`config.mk`:
```
export PLATFORM = sky130hd
export DESIGN_NAME = level_bcd_encoder
export DESIGN_NICKNAME = d
export VERILOG_FILES = /design/src/rtl/level_disp_pkg.sv /design/src/rtl/dabble_digit_adj.sv /design/src/rtl/level_bcd_encoder.sv
export SDC_FILE = /design/constraint.sdc
export NUM_CORES = 1
export LEC_CHECK = 0
export ABC_AREA = 1
export ABC_CLOCK_PERIOD_IN_PS = 2300
export CORE_MARGIN = 5
export CORE_UTILIZATION = 49
export DETAILED_ROUTE_END_ITERATION = 10
export GPL_TIMING_DRIVEN = 0
export PLACE_DENSITY_LB_ADDON = 0.12
export SYNTH_ARGS = -nofsm -noshare
export SYNTH_HDL_FRONTEND = slang
export SYNTH_SLANG_ARGS = --single-unit
```
`constraint.sdc`:
```
create_clock -name clk -period 2.3 [get_ports clk]
set_input_delay 0.345 -clock clk [delete_from_list [all_inputs] [get_ports clk]]
set_output_delay 0.345 -clock clk [all_outputs]
set_load 0.05 [all_outputs]
```
`src/rtl/level_disp_pkg.sv`:
```
// Shared constants, state encoding and display constants for the level display
// encoder: widths, saturation limit, blank nibble and FSM states.
package level_disp_pkg;

  localparam int VALUE_W    = 27;
  localparam int NUM_DIGITS = 8;
  localparam int NUMBER_W   = 4 * NUM_DIGITS;
  localparam int CNT_W      = $clog2(VALUE_W + 1);

  localparam logic [VALUE_W-1:0] MAX_VALUE    = 27'd99_999_999;
  localparam logic [3:0]         BLANK_NIBBLE = 4'hF;
  localparam logic [CNT_W-1:0]   CNT_LAST     = CNT_W'(VALUE_W);

  localparam logic [NUMBER_W-1:0] SAT_NUMBER   = {NUM_DIGITS{4'h9}};
  localparam logic [NUMBER_W-1:0] RESET_NUMBER = {{(NUM_DIGITS-1){BLANK_NIBBLE}}, 4'h0};

  localparam logic [1:0] ST_IDLE    = 2'd0;
  localparam logic [1:0] ST_CONVERT = 2'd1;
  localparam logic [1:0] ST_BLANK   = 2'd2;

  typedef enum logic [1:0] {
    IDLE    = ST_IDLE,
    CONVERT = ST_CONVERT,
    BLANK   = ST_BLANK
  } state_t;

endpackage

```
`src/rtl/dabble_digit_adj.sv`:
```
// One BCD digit of the double-dabble step: add 3 when the digit is 5 or more,
// so the following left shift carries correctly into the next digit.
module dabble_digit_adj (
  input  logic [3:0] digit_in,
  output logic [3:0] digit_out
);

  assign digit_out = (digit_in >= 4'd5) ? digit_in + 4'd3 : digit_in;

endmodule

```
`src/rtl/level_bcd_encoder.sv`:
```
// Binary fixed-point level reading to 8-digit BCD display word with leading
// blanks and decimal-point mask, converted serially by double dabble.
module level_bcd_encoder
  import level_disp_pkg::*;
(
  input  logic                clk,
  input  logic                rst,
  input  logic                start,
  input  logic [VALUE_W-1:0]  value,
  input  logic [2:0]          frac_digits,
  output logic [NUMBER_W-1:0] number,
  output logic [7:0]          dp_list,
  output logic                busy,
  output logic                done,
  output logic                overflow
);

  state_t              state_q, state_d;
  logic [CNT_W-1:0]    cnt_q;
  logic [VALUE_W-1:0]  bin_q;
  logic [NUMBER_W-1:0] bcd_q;
  logic [NUMBER_W-1:0] bcd_adj;
  logic [NUMBER_W-1:0] blanked;
  logic [2:0]          frac_q;
  logic                sat_q;
  logic                lead;
  logic [NUMBER_W-1:0] number_q;
  logic [7:0]          dp_q;
  logic                done_q;
  logic                ovf_q;

  for (genvar k = 0; k < NUM_DIGITS; k++) begin : gen_adj
    dabble_digit_adj u_adj (
      .digit_in  (bcd_q[4*k +: 4]),
      .digit_out (bcd_adj[4*k +: 4])
    );
  end

  always_ff @(posedge clk) begin
    if (rst) state_q <= IDLE;
    else     state_q <= state_d;
  end

  // The counter idles one cycle at CNT_LAST after the final shift before BLANK.
  always_comb begin
    state_d = state_q;
    case (state_q)
      IDLE:    if (start) state_d = CONVERT;
      CONVERT: if (cnt_q == CNT_LAST) state_d = BLANK;
      BLANK:   state_d = IDLE;
      default: state_d = IDLE;
    endcase
  end

  // NOTE: every variable driven here gets a value before any branch, so no latch can form.
  always_comb begin
    blanked = bcd_q;
    lead    = 1'b1;
    for (int k = NUM_DIGITS - 1; k >= 0; k--) begin
      if (lead && (k > int'(frac_q)) && (bcd_q[4*k +: 4] == 4'd0))
        blanked[4*k +: 4] = BLANK_NIBBLE;
      else
        lead = 1'b0;
    end
  end

  // NOTE: sequential state uses <= only; reads in the same edge see pre-edge values.
  always_ff @(posedge clk) begin
    if (rst) begin
      cnt_q    <= '0;
      bin_q    <= '0;
      bcd_q    <= '0;
      frac_q   <= '0;
      sat_q    <= 1'b0;
      number_q <= RESET_NUMBER;
      dp_q     <= '0;
      done_q   <= 1'b0;
      ovf_q    <= 1'b0;
    end else begin
      done_q <= 1'b0;
      case (state_q)
        IDLE: begin
          if (start) begin
            bin_q  <= value;
            frac_q <= frac_digits;
            sat_q  <= (value > MAX_VALUE);
            bcd_q  <= '0;
            cnt_q  <= '0;
          end
        end
        CONVERT: begin
          if (cnt_q != CNT_LAST) begin
            bcd_q <= {bcd_adj[NUMBER_W-2:0], bin_q[VALUE_W-1]};
            bin_q <= {bin_q[VALUE_W-2:0], 1'b0};
            cnt_q <= cnt_q + CNT_W'(1);
          end
        end
        BLANK: begin
          number_q <= sat_q ? SAT_NUMBER : blanked;
          dp_q     <= (frac_q == 3'd0) ? 8'h00 : (8'h01 << frac_q);
          ovf_q    <= sat_q;
          done_q   <= 1'b1;
        end
        default: ;
      endcase
    end
  end

  assign number   = number_q;
  assign dp_list  = dp_q;
  assign busy     = (state_q != IDLE);
  assign done     = done_q;
  assign overflow = ovf_q;

endmodule

```
# After elaboration in Yosys (flattened, before gate mapping)
# Cells that the tools add are included.
[op_classes]
n_addsub = 9
n_lt_le_gt_ge = 16
shift = 1
reduce_logical = 27
eq_ne = 7
n_mux = 36
[ops]
columns = ["operator", "count"]
rows = [
  ["2-to-1 mux 32 bit", 3],
  ["one-hot mux 32 bit (2 select lines)", 1],
  ["2-to-1 mux 4 bit", 14],
  ["2-to-1 mux 27 bit", 2],
  ["one-hot mux 27 bit (2 select lines)", 1],
  [">= comparator 4 x 3 -> 1 bit, second input constant", 8],
  ["adder 4 x 2 -> 4 bit, second input constant", 7],
  ["logical NOT 4 bit", 7],
  ["> comparator 27 bit, second input constant", 1],
  ["logical AND 1 bit", 13],
  ["> comparator 3 bit, first input constant", 4],
  ["2-to-1 mux 5 bit", 2],
  ["one-hot mux 5 bit (2 select lines)", 1],
  ["2-to-1 mux 8 bit", 1],
  ["left shift 1 x 3 -> 8 bit, first input constant", 1],
  ["2-to-1 mux 1 bit", 7],
  ["> comparator 2 x 3 -> 1 bit, first input constant", 2],
  ["!= test 2 bit, second input constant", 3],
  ["adder 5 x 1 -> 5 bit, second input constant", 1],
  ["equality test 5 bit, second input constant", 1],
  ["!= test 5 bit, second input constant", 1],
  ["2-to-1 mux 2 bit", 2],
  ["one-hot mux 2 bit (2 select lines)", 1],
  ["AND reduction 2 bit", 2],
  ["other kinds (9)", 10],
]
[totals]
reg_bits = 112
out_inout_bits = 43
word_cells = 106
input_bits = 33

# Longest topological paths before layout
[depth]
depth_word = 22
ltp_mapped = 10
depth_no_buf = 10

# By module
# A second synthesis with hierarchy kept.
[hier_totals]
hier_cells = 769
hier_area_um2 = 5634.2
[by_module_without_submodules]
columns = ["module", "area_per_inst_um2", "cells_each", "instances", "seq_area_each_um2"]
rows = [
  ["level_bcd_encoder", 4553.1, 585, 1, 2222.1],
  ["dabble_digit_adj", 135.1, 23, 8, 0.0],
]

# Least setup slack after synthesis
# Ideal clock, no wire load.
[synth_path]
path_type = "flip-flop to flip-flop"
start = "reg bcd_q[4]"
end = "reg bcd_q[5]"
stages_incl_launch_ff = 9
arrival_time_ns = 1.284
slack_ns = 0.884
t_required_ns = 2.168
setup_ns = 0.132
period_less_slack_ns = 1.416
path_buffers = 0
path_cell_list = "dfxtp_1 inv_1 ha_1 or2_2 nand2_1 nor2_1 xor2_1 nand2_1 a21oi_1"
[synth_between]
elab_chain_cells = 4
word_cells_on_any_way = 5
classes_between = "add/sub (1); order compare (1); mux (3)"
[synth_rtl]
columns = ["element", "line_no", "rtl"]
rows = [
  ["from (decl)", "level_bcd_encoder.sv:21", "logic [NUMBER_W-1:0] bcd_q;"],
  ["from (signal assigned)", "level_bcd_encoder.sv:93", "bcd_q <= {bcd_adj[NUMBER_W-2:0], bin_q[VALUE_W-1]};"],
  ["adder 4 x 2 -> 4 bit / >= comparator 4 x 3 -> 1 bit (equally long branches)", "dabble_digit_adj.sv:8", "assign digit_out = (digit_in >= 4'd5) ? digit_in + 4'd3 : digit_in;"],
  ["2-to-1 mux 4 bit *", "dabble_digit_adj.sv:8", ""],
  ["2-to-1 mux 32 bit *", "level_bcd_encoder.sv:92", "if (cnt_q != CNT_LAST) begin"],
  ["one-hot mux 32 bit (2 select lines) *", "level_bcd_encoder.sv:81", "case (state_q)"],
]
# Mark *: on every way between the ends. The rest lies on a longest branch, timed or not. The select of a mux whose other input is x is not followed.
# A chain may end at the register's enable or synchronous reset.

# Worst setup path after layout
[layout_path]
start = "reg state_q[1]"
end = "out busy"
[layout_between]
elab_chain_cells = 1
[layout_rtl]
columns = ["element", "line_no", "rtl"]
rows = [
  ["from (decl)", "level_bcd_encoder.sv:18", "state_t state_q, state_d;"],
  ["from (signal assigned)", "level_bcd_encoder.sv:41", "else state_q <= state_d;"],
  ["nonzero test 2 bit", "level_bcd_encoder.sv:111", "assign busy = (state_q != IDLE);"],
  ["to (decl)", "level_bcd_encoder.sv:13", "output logic busy,"],
]
# Every way passes these cells.

==> results.ini <==
[detailed_routing]
drt_wl_total_um=13600
remaining_drc_errors=0
drt_iter0_drc=401
wl_met3_um=780
drt-met1-wl_um=6320
wire_per_inst_um=14.7
antenna_left=0
met2_length_um=6250
vias=4975
first_pass_iters=5
vias_per_cell=5.37
routed.top_layer=met4

[power_and_ir_drop]
power.switching_mw=1.04
p_leak_nw=2.50
sequentialPowerShare_pct=53.5
clkPwrFrac_pct=32.7
peakVddDrop_mv=0.399
switching_share_pct=27.2
combPwrFrac_pct=13.9
p_per_area_mw_per_mm2=599
p_int_mw=2.77

[cts]
clock_sinks=111
htreeDepth=3
clock_latency_ns=0.37
clockBufferDepth=2
clk_pin_slew_ns=0.10
cts-root-buf=clkbuf_8
cts_made_buffers=9
ctsHoldBuffers=0
post_cts.repair.setup_buffers=0
postCtsResizedCells=0
cts_tree=yes

[synth]
yosys_warnings=0
ys_seq_elements=111
synth_area_leaders=dfxtp_1 (42%), nand2_1 (13%), o21ai_0 (6.1%), a21oi_1 (5.8%), ha_1 (5.7%)
syn_inst=702
synth_top_area_share_pct=42.3
netlist_area_sq_mm=0.00526
ys_types=35
postSynthAreaPerCell_sq_um=7.49
yosys.area.top_type=dfxtp_1
ys_seq_area_share_pct=42.3
syn-num-nets=759

[floorplan]
pin_count=76
die_y_um=114
die_area_sq_mm=0.0129
die_w_um=114
start_util_pct=50.5
core_region_area_sq_mm=0.0104
row_count=37

[placement]
place_congestion=0.908
io_buffers=73
dp_cells=911
dpl.hpwl_um=10200

[grt]
grt_max_degree=17
grt_pass1_vias=4700
grt.overflow.total=0
track_usage_pct=21.0
antenna_found_initial=0
grt_pass1_wl_um=22300

[cells_and_area]
fill_cells=980
final_common_cell=nand2_1
insertedDiodeCount=0
final_layout_size_suffix_gt1_share_pct=8.60
areaGrowthSynthToFinish_pct=21.1
final_cells=927
layout_common_cells=nand2_1 (189), dfxtp_1 (111), clkdlybuf4s50_1 (73)
nets=843
fin_util_pct=61.1

[sta]
setup_violations=0
report.final.slew_viol_count=0
fin_crit_sh_pct=91.7
tightest_slew_ns=0.646
rsz0062_at_grt=no
finalHoldViolations=0
fmax_mhz=474
max-slew-margin-rel_pct=56.9
fin_skew_ns=0.00804
period_needed_ns=2.11
setup_tns_ns=0

[hold_path]
hp-class=in2reg

[worst_setup_path]
worstPathRequired_ns=1.96
crit_type=reg2out
cp.arrival_ns=1.76
path_max_fanout=3
end_kind=primary output
cp-start-kind=register

[outcome]
outcome=finished clean

[run]
cap_viol_max_count=0

## power by group through the flow
stage	sequential (mW)	combinational, mW	clock (mW)
global route	2.05	0.587	1.32
finish	2.04	0.528	1.25
global placement	2.08	0.511	0
floorplan	2.07	0.356	0
CTS	2.04	0.527	1.24
detailed placement	2.08	0.524	0
## area by class of cell
type,instances,area (sq um),area share (%)
well taps,136,170,2.67
inverters,54,205,3.22
multi-input cells,501,2650,41.7
clock inverters,3,40.0,0.629
flip-flops and latches,111,2220,34.9
plain buffers,36,176,2.77
repair buffers,73,731,11.5
clock buffers,13,169,2.65
## cell usage after synthesis, drive strengths merged
cell,count
a21oi,61
a22oi,3
a31oi,26
a32o,1
buf,19
clkbuf,17
conb,1
dfxtp,111
ha,24
inv,54
nand2,194
nand3,17
nand3b,1
nand4,12
nor2,40
nor3,9
o2111ai,2
o211ai,7
o21ai,76
o22ai,7
or2,6
xor2,14
## critical path, stage by stage, from the launching register on
cell and delay (ns):
dfxtp_1 0.42, nor2_1 0.11, inv_1 0.07, clkdlybuf4s50_1 0.80
## metrics by stage
| stage | worst slack (ns) | hold WS (ns) | area (sq um) | power (mW) |
|---|---|---|---|---|
| finish | 0.192 | 0.347 | 6370 | 3.81 |
| global route | 0.139 | 0.349 | 6370 | 3.96 |
| CTS | 0.190 | 0.341 | 6370 | 3.81 |
| detailed placement | 0.443 | 0.454 | 6160 | 2.60 |
| global placement | 0.477 | 0.451 | 6160 | 2.59 |
| floorplan | 0.884 | 0.429 | 5260 | 2.42 |
## registers in the layout, indices dropped and copies added, names as in the netlist
signal,count
bcd_q,32
dp_list,7
cnt_q,5
done,1
overflow,1
state_q,2
number,32
sat_q,1
frac_q,3
bin_q,27
## final timing paths
| kind | start | to | slack (ns) | cells after the start |
|---|---|---|---|---|
| max | state_q[1]$_SDFFE_PP0P_ | busy | 0.19 | 3 |
| max reg2reg | state_q[1]$_SDFFE_PP0P_ | number[24]$_SDFFE_PP1P_ | 0.54 | 6 |
| min | rst | state_q[0]$_SDFFE_PP0P_ | 0.35 | 2 |
| min reg2reg | number[2]$_SDFFE_PP0P_ | number[2]$_SDFFE_PP0P_ | 0.47 | 2 |
## metal layers
metal | track usage (%) | vias up
met5 | 0 | -
met4 | 7.69 | 0
met3 | 2.92 | 20
met2 | 34.8 | 145
met1 | 27.9 | 2304
li1 | - | 2506
## logic make-up after synthesis
group	synth area share, %
adder cells (fa/ha/maj)	5.71
AO/OA/AOI/OAI	18.9
other	0.0713
XOR/XNOR	2.33
buffers and inverters	7.26
flip-flops	42.3
AND/OR/NAND/NOR	23.4
Note: power is estimated with default switching activity, not from simulation.
==> edit 1 (config.mk and constraints unchanged) <==
Register the output `busy`; this adds one clock of latency there. The other outputs are not delayed to match.
--- a/src/rtl/level_bcd_encoder.sv
+++ b/src/rtl/level_bcd_encoder.sv
@@ -109,5 +109,7 @@
   assign number   = number_q;
   assign dp_list  = dp_q;
-  assign busy     = (state_q != IDLE);
+  always_ff @(posedge clk) begin
+    busy <= (state_q != IDLE);
+  end
   assign done     = done_q;
   assign overflow = ovf_q;
Check against the original RTL: not equivalent (a bounded check fails within 4 cycles, from zero or initial values and one cycle with rst high).
==> edit 1 against the unedited design <==
- maximum frequency rose by 11%
- sequential share of layout area up 0.30 points
- power shrank 2.4%
- worst hold slack better by 37 ps
- count of clock-buffer cells in the layout shrank 2
- die area increased by 0.34%
- area after synthesis up 0.38%
- critical endpoint is now number[31]
- worst setup slack gained 200 ps
- critical path depth shrank 2
- non-clock buffer count stayed put
- routed wire length is 0.19% higher
- sequential cell count up 1
- design area is essentially flat
- largest cell class unchanged
==> edit 1: results (changes against the unedited design) <==
Outcome
  • Status: finished, final reports clean (unchanged)

Placement
  • Area of placed instances: 0.00618 mm2 (was 0.00616 mm2)
  • Placed Cells: 912 (was 911)
  • Pre-CTS setup slack: 438 ps (was 443 ps)
  • RD Place Congestion: 0.899 (was 0.908)
  • Final HPWL DP: 10.3 mm (was 10.2 mm)

Pwr
  • Combinational share of power: 0.142 (was 0.139)
  • Psw: 1.06 mW (was 1.04 mW)
  • Peak VDD IR: 0.364 mV (was 0.399 mV)
  • Total power: 3.72 mW (was 3.81 mW)
  • Power Sequential: 2.06 mW
  • LEAKAGE: 2.50 nW (about the same)

Setup path
  • Reg2reg start: cnt_q[0]$_SDFFE_PP0P_ (was state_q[1]$_SDFFE_PP0P_)
  • Worst Path Arrival: 1560 ps (was 1760 ps)
  • Worst r2r dst: bcd_q[29]$_SDFFE_PP0P_ (was number[24]$_SDFFE_PP1P_)
  • Worst reg-to-reg setup slack: 600 ps (was 540 ps)
  • R2R depth: 8 (was 6)
  • CP peak stage delay: 820 ps (was 800 ps)
  • Crit-path max FO: 2 (was 3)
  • CP endpoint: number[31] (was busy)
  • Critical Path Start: number[31]$_SDFFE_PP1P_ (was state_q[1]$_SDFFE_PP0P_)
  • Slowest library cell on the worst path: clkdlybuf4s50_1 (unchanged)

Clocking
  • # Post-CTS Setup Buffers: 0 (unchanged)
  • Htree depth: 3 (unchanged)
  • CTS buffer count: 9 (unchanged)
  • Clock transition at the registers of the reported paths: 110 ps
  • Max Root-Sink Buffers: 2 (unchanged)
  • Root buf cell: clkbuf_8 (unchanged)

Logic synthesis
  • Cells after Synth: 703 (was 702)
  • Seq/Total Area, Yosys: 0.425 (was 0.423)
  • Synth area leaders: dfxtp_1, nand2_1, o21ai_0 (unchanged)
  • Syn Nets: 760 (was 759)
  • Most frequent cells after synthesis: nand2_1, dfxtp_1, o21ai_0 (unchanged)
  • Synth unique cells: 35 (unchanged)

STA
  • Tmin final: 1900 ps (was 2110 ps)
  • Worst Skew: 14.1 ps (was 8.04 ps)
  • Worst Tran Pin Value: 605 ps (was 646 ps)
  • Final hold slack: 384 ps (was 347 ps)

Finish
  • Filler Cells Inserted: 972 (was 980)
  • NumNets Final: 844 (was 843)
  • Count of non-filler cells in the finished layout: 928 (was 927)
  • Share of layout cells above drive strength 1: 0.0871 (was 0.0860)
  • Register Area: 0.00224 mm2 (was 0.00222 mm2)

GRT
  • Initial antenna violation count: 0 (unchanged)
  • GRT Total Usage: 0.216 (was 0.210)
  • First-pass GRT wire length: 22.9 mm (was 22.3 mm)
  • Vias in the first global route: 4,904 (was 4,700)
  • Largest net degree at the start of global routing: 19 (was 17)

Routing
  • Initial DRT Pass Iterations: 5 (unchanged)
  • Vias: 4,973 (was 4,975)
  • WL per Instance: 14.7 um (about the same)
  • Initial DRC count: 297 (was 401)

Min path
  • Hold crit path type: primary input to flip-flop (unchanged)
  • HP Start: rst (unchanged)
  • Worst Hold Path EP: state_q[0]$_SDFFE_PP0P_ (unchanged)
==> edit 1: changes by cell type after synthesis <==
cell	before	now
dfxtp_1	111	112
==> edit 1: cells by family (layout without fill, tap and decap cells) <==
group                      count (synthesis)  count (layout)  share of synthesized area
AOI/OAI and AO/OA                        183             183                      0.188
xor gates and xnor gates                  14              14                     0.0232
adders and majority gates                 24              24                     0.0569
buffers and inverters                     90             179                     0.0723
DFF                                      112             112                      0.425
other                                      1               1                   0.000711
and+or+nand+nor                          279             279                      0.234
==> edit 1: layout make-up <==
cell class / count / share of cell area
multi-input combinational: 501 / 0.417
sequential: 112 / 0.352
clock inverter: 5 / 0.00629
tap: 136 / 0.0267
timing repair buffer: 73 / 0.115
buffer: 36 / 0.0277
inverter: 54 / 0.0322
clock buffer: 11 / 0.0238
==> edit 1: per-layer routing <==
layer,vias up,GRT usage,share of wire
met1,2301,0.281,0.46
li1,2503,-,-
met5,-,0,0
met2,147,0.367,0.46
met4,0,0.0792,0.022
met3,22,0.0286,0.059
==> edit 2 (same settings) <==
Made on the original files. Change the package constant `VALUE_W` from 27 to 54.
--- a/src/rtl/level_disp_pkg.sv
+++ b/src/rtl/level_disp_pkg.sv
@@ -3,5 +3,5 @@
 package level_disp_pkg;
 
-  localparam int VALUE_W    = 27;
+  localparam int VALUE_W    = 54;
   localparam int NUM_DIGITS = 8;
   localparam int NUMBER_W   = 4 * NUM_DIGITS;
Interface: changed (resized value); port bits go from 76 to 103. No check against the original RTL was run, so the function may have changed too.
==> edit 2 against the unedited design <==
- count of clock-buffer cells in the layout grew 13
- first-iteration DRC count grew 45%
- routed wire length grew 30%
- design area grew 34%
- power grew 64%
- global-route usage grew 1.2 points
- combinational power grew 31%
- sequential cell count grew 28
- worst setup slack lost 74 ps
- largest power group is now the clock network
- worst hold slack gained 120 ps
- maximum frequency shrank 3.4%
- critical path depth is the same
- area after synthesis grew 27%
- highest routed layer unchanged
==> edit 2: results (changes against the unedited design) <==
Outcome
  • Status: finished, final reports clean (unchanged)

Finish
  • Filler Cells Inserted: 1,209 (was 980)
  • NumNets Final: 1,136 (was 843)

Pwr
  • PD cells: 731 mW/mm2 (was 599 mW/mm2)
  • Switching portion of total power: 0.243 (was 0.272)
  • LEAKAGE: 3.31 nW (was 2.50 nW)
  • Logic power comb: 693 uW (was 528 uW)
  • Peak VDD IR: 0.475 mV (was 0.399 mV)

Placement
  • RD Place Congestion: 0.847 (was 0.908)
  • Final HPWL DP: 12.7 mm (was 10.2 mm)
  • Port buffer count: 100 (was 73)
  • Pre-CTS setup slack: 308 ps (was 443 ps)
  • Placed Cells: 1,208 (was 911)

Clocking
  • Htree depth: 4 (was 3)
  • CTS buffer count: 17 (was 9)
  • Root buf cell: clkbuf_16 (was clkbuf_8)

Min path
  • Hold crit path type: flip-flop to flip-flop (was primary input to flip-flop)
  • HP Start: bcd_q[9]$_SDFFE_PP0P_ (was rst)

Routing
  • Vias: 6,629 (was 4,975)
  • WL per Instance: 14.3 um (was 14.7 um)
  • Initial DRC count: 583 (was 401)

GRT
  • First-pass GRT wire length: 29.3 mm (was 22.3 mm)
  • Vias in the first global route: 6,167 (was 4,700)
  • GRT Total Usage: 0.222 (was 0.210)

Logic synthesis
  • Adder-cell share of the synthesized area: 0.0468 (was 0.0571)
  • Cells after Synth: 932 (was 702)
  • Seq/Total Area, Yosys: 0.417 (was 0.423)
  • Most frequent cells after synthesis: nand2_1, dfxtp_1, a21oi_1 (was nand2_1, dfxtp_1, o21ai_0)
  • Syn Nets: 1,017 (was 759)
  • Synth unique cells: 33 (was 35)

STA
  • Fmax: 458 MHz (was 474 MHz)
  • Worst Skew: 8.13 ps (was 8.04 ps)
  • Worst Tran Pin Value: 628 ps (was 646 ps)

Setup path
  • Reg2reg start: cnt_q[0]$_SDFFE_PP0P_ (was state_q[1]$_SDFFE_PP0P_)
edit 2: logic make-up (layout without fill, tap and decap cells):
kind of cell             after synthesis  count (layout)
adder cells (fa/ha/maj)               25              25
AND/OR/NAND/NOR                      392             392
AO/OA/AOI/OAI                        246             246
buffers and inverters                119             251
flip-flops                           139             139
other                                  1               1
XOR/XNOR                              10              10
edit 2: worst paths after layout:
path,to,cells past startpoint
setup reg to reg,bin_q[49]$_SDFFE_PP0P_,8
setup / recovery,busy,3
hold reg to reg,bcd_q[9]$_SDFFE_PP0P_,2
hold / removal,bcd_q[9]$_SDFFE_PP0P_,2
edit 2: area by class of cell:
| type | count | share of cell area |
|---|---|---|
| buffer | 53 | 0.0326 |
| clock buffer | 26 | 0.0585 |
| clock inverter | 6 | 0.0155 |
| inverter | 66 | 0.0290 |
| multi-input combinational | 674 | 0.395 |
| sequential | 139 | 0.326 |
| tap | 176 | 0.0258 |
| timing repair buffer | 100 | 0.117 |
edit 2: layer usage:
layer / vias up / routed length (um) / part of all wire / global-route usage
met5: - / 0 / 0 / 0
met3: 33 / 1080 / 0.061 / 0.0521
met1: 3032 / 8130 / 0.46 / 0.290
met2: 210 / 8110 / 0.46 / 0.361
li1: 3354 / - / - / -
met4: 0 / 382 / 0.022 / 0.0795
edit 2: worst min-delay path, stage by stage, from the launching register on:
cell and delay (ps):
dfxtp_1 310, nand2_1 60, a21oi_1 50
edit 2: per-stage QoR:
stage | hold slack [ps] | area, um2
2_1_floorplan | 439 | 6680
3_3_place_gp | 451 | 7900
3_5_place_dp | 456 | 7900
4_1_cts | 465 | 8530
5_1_grt | 481 | 8530
6_report | 463 | 8530
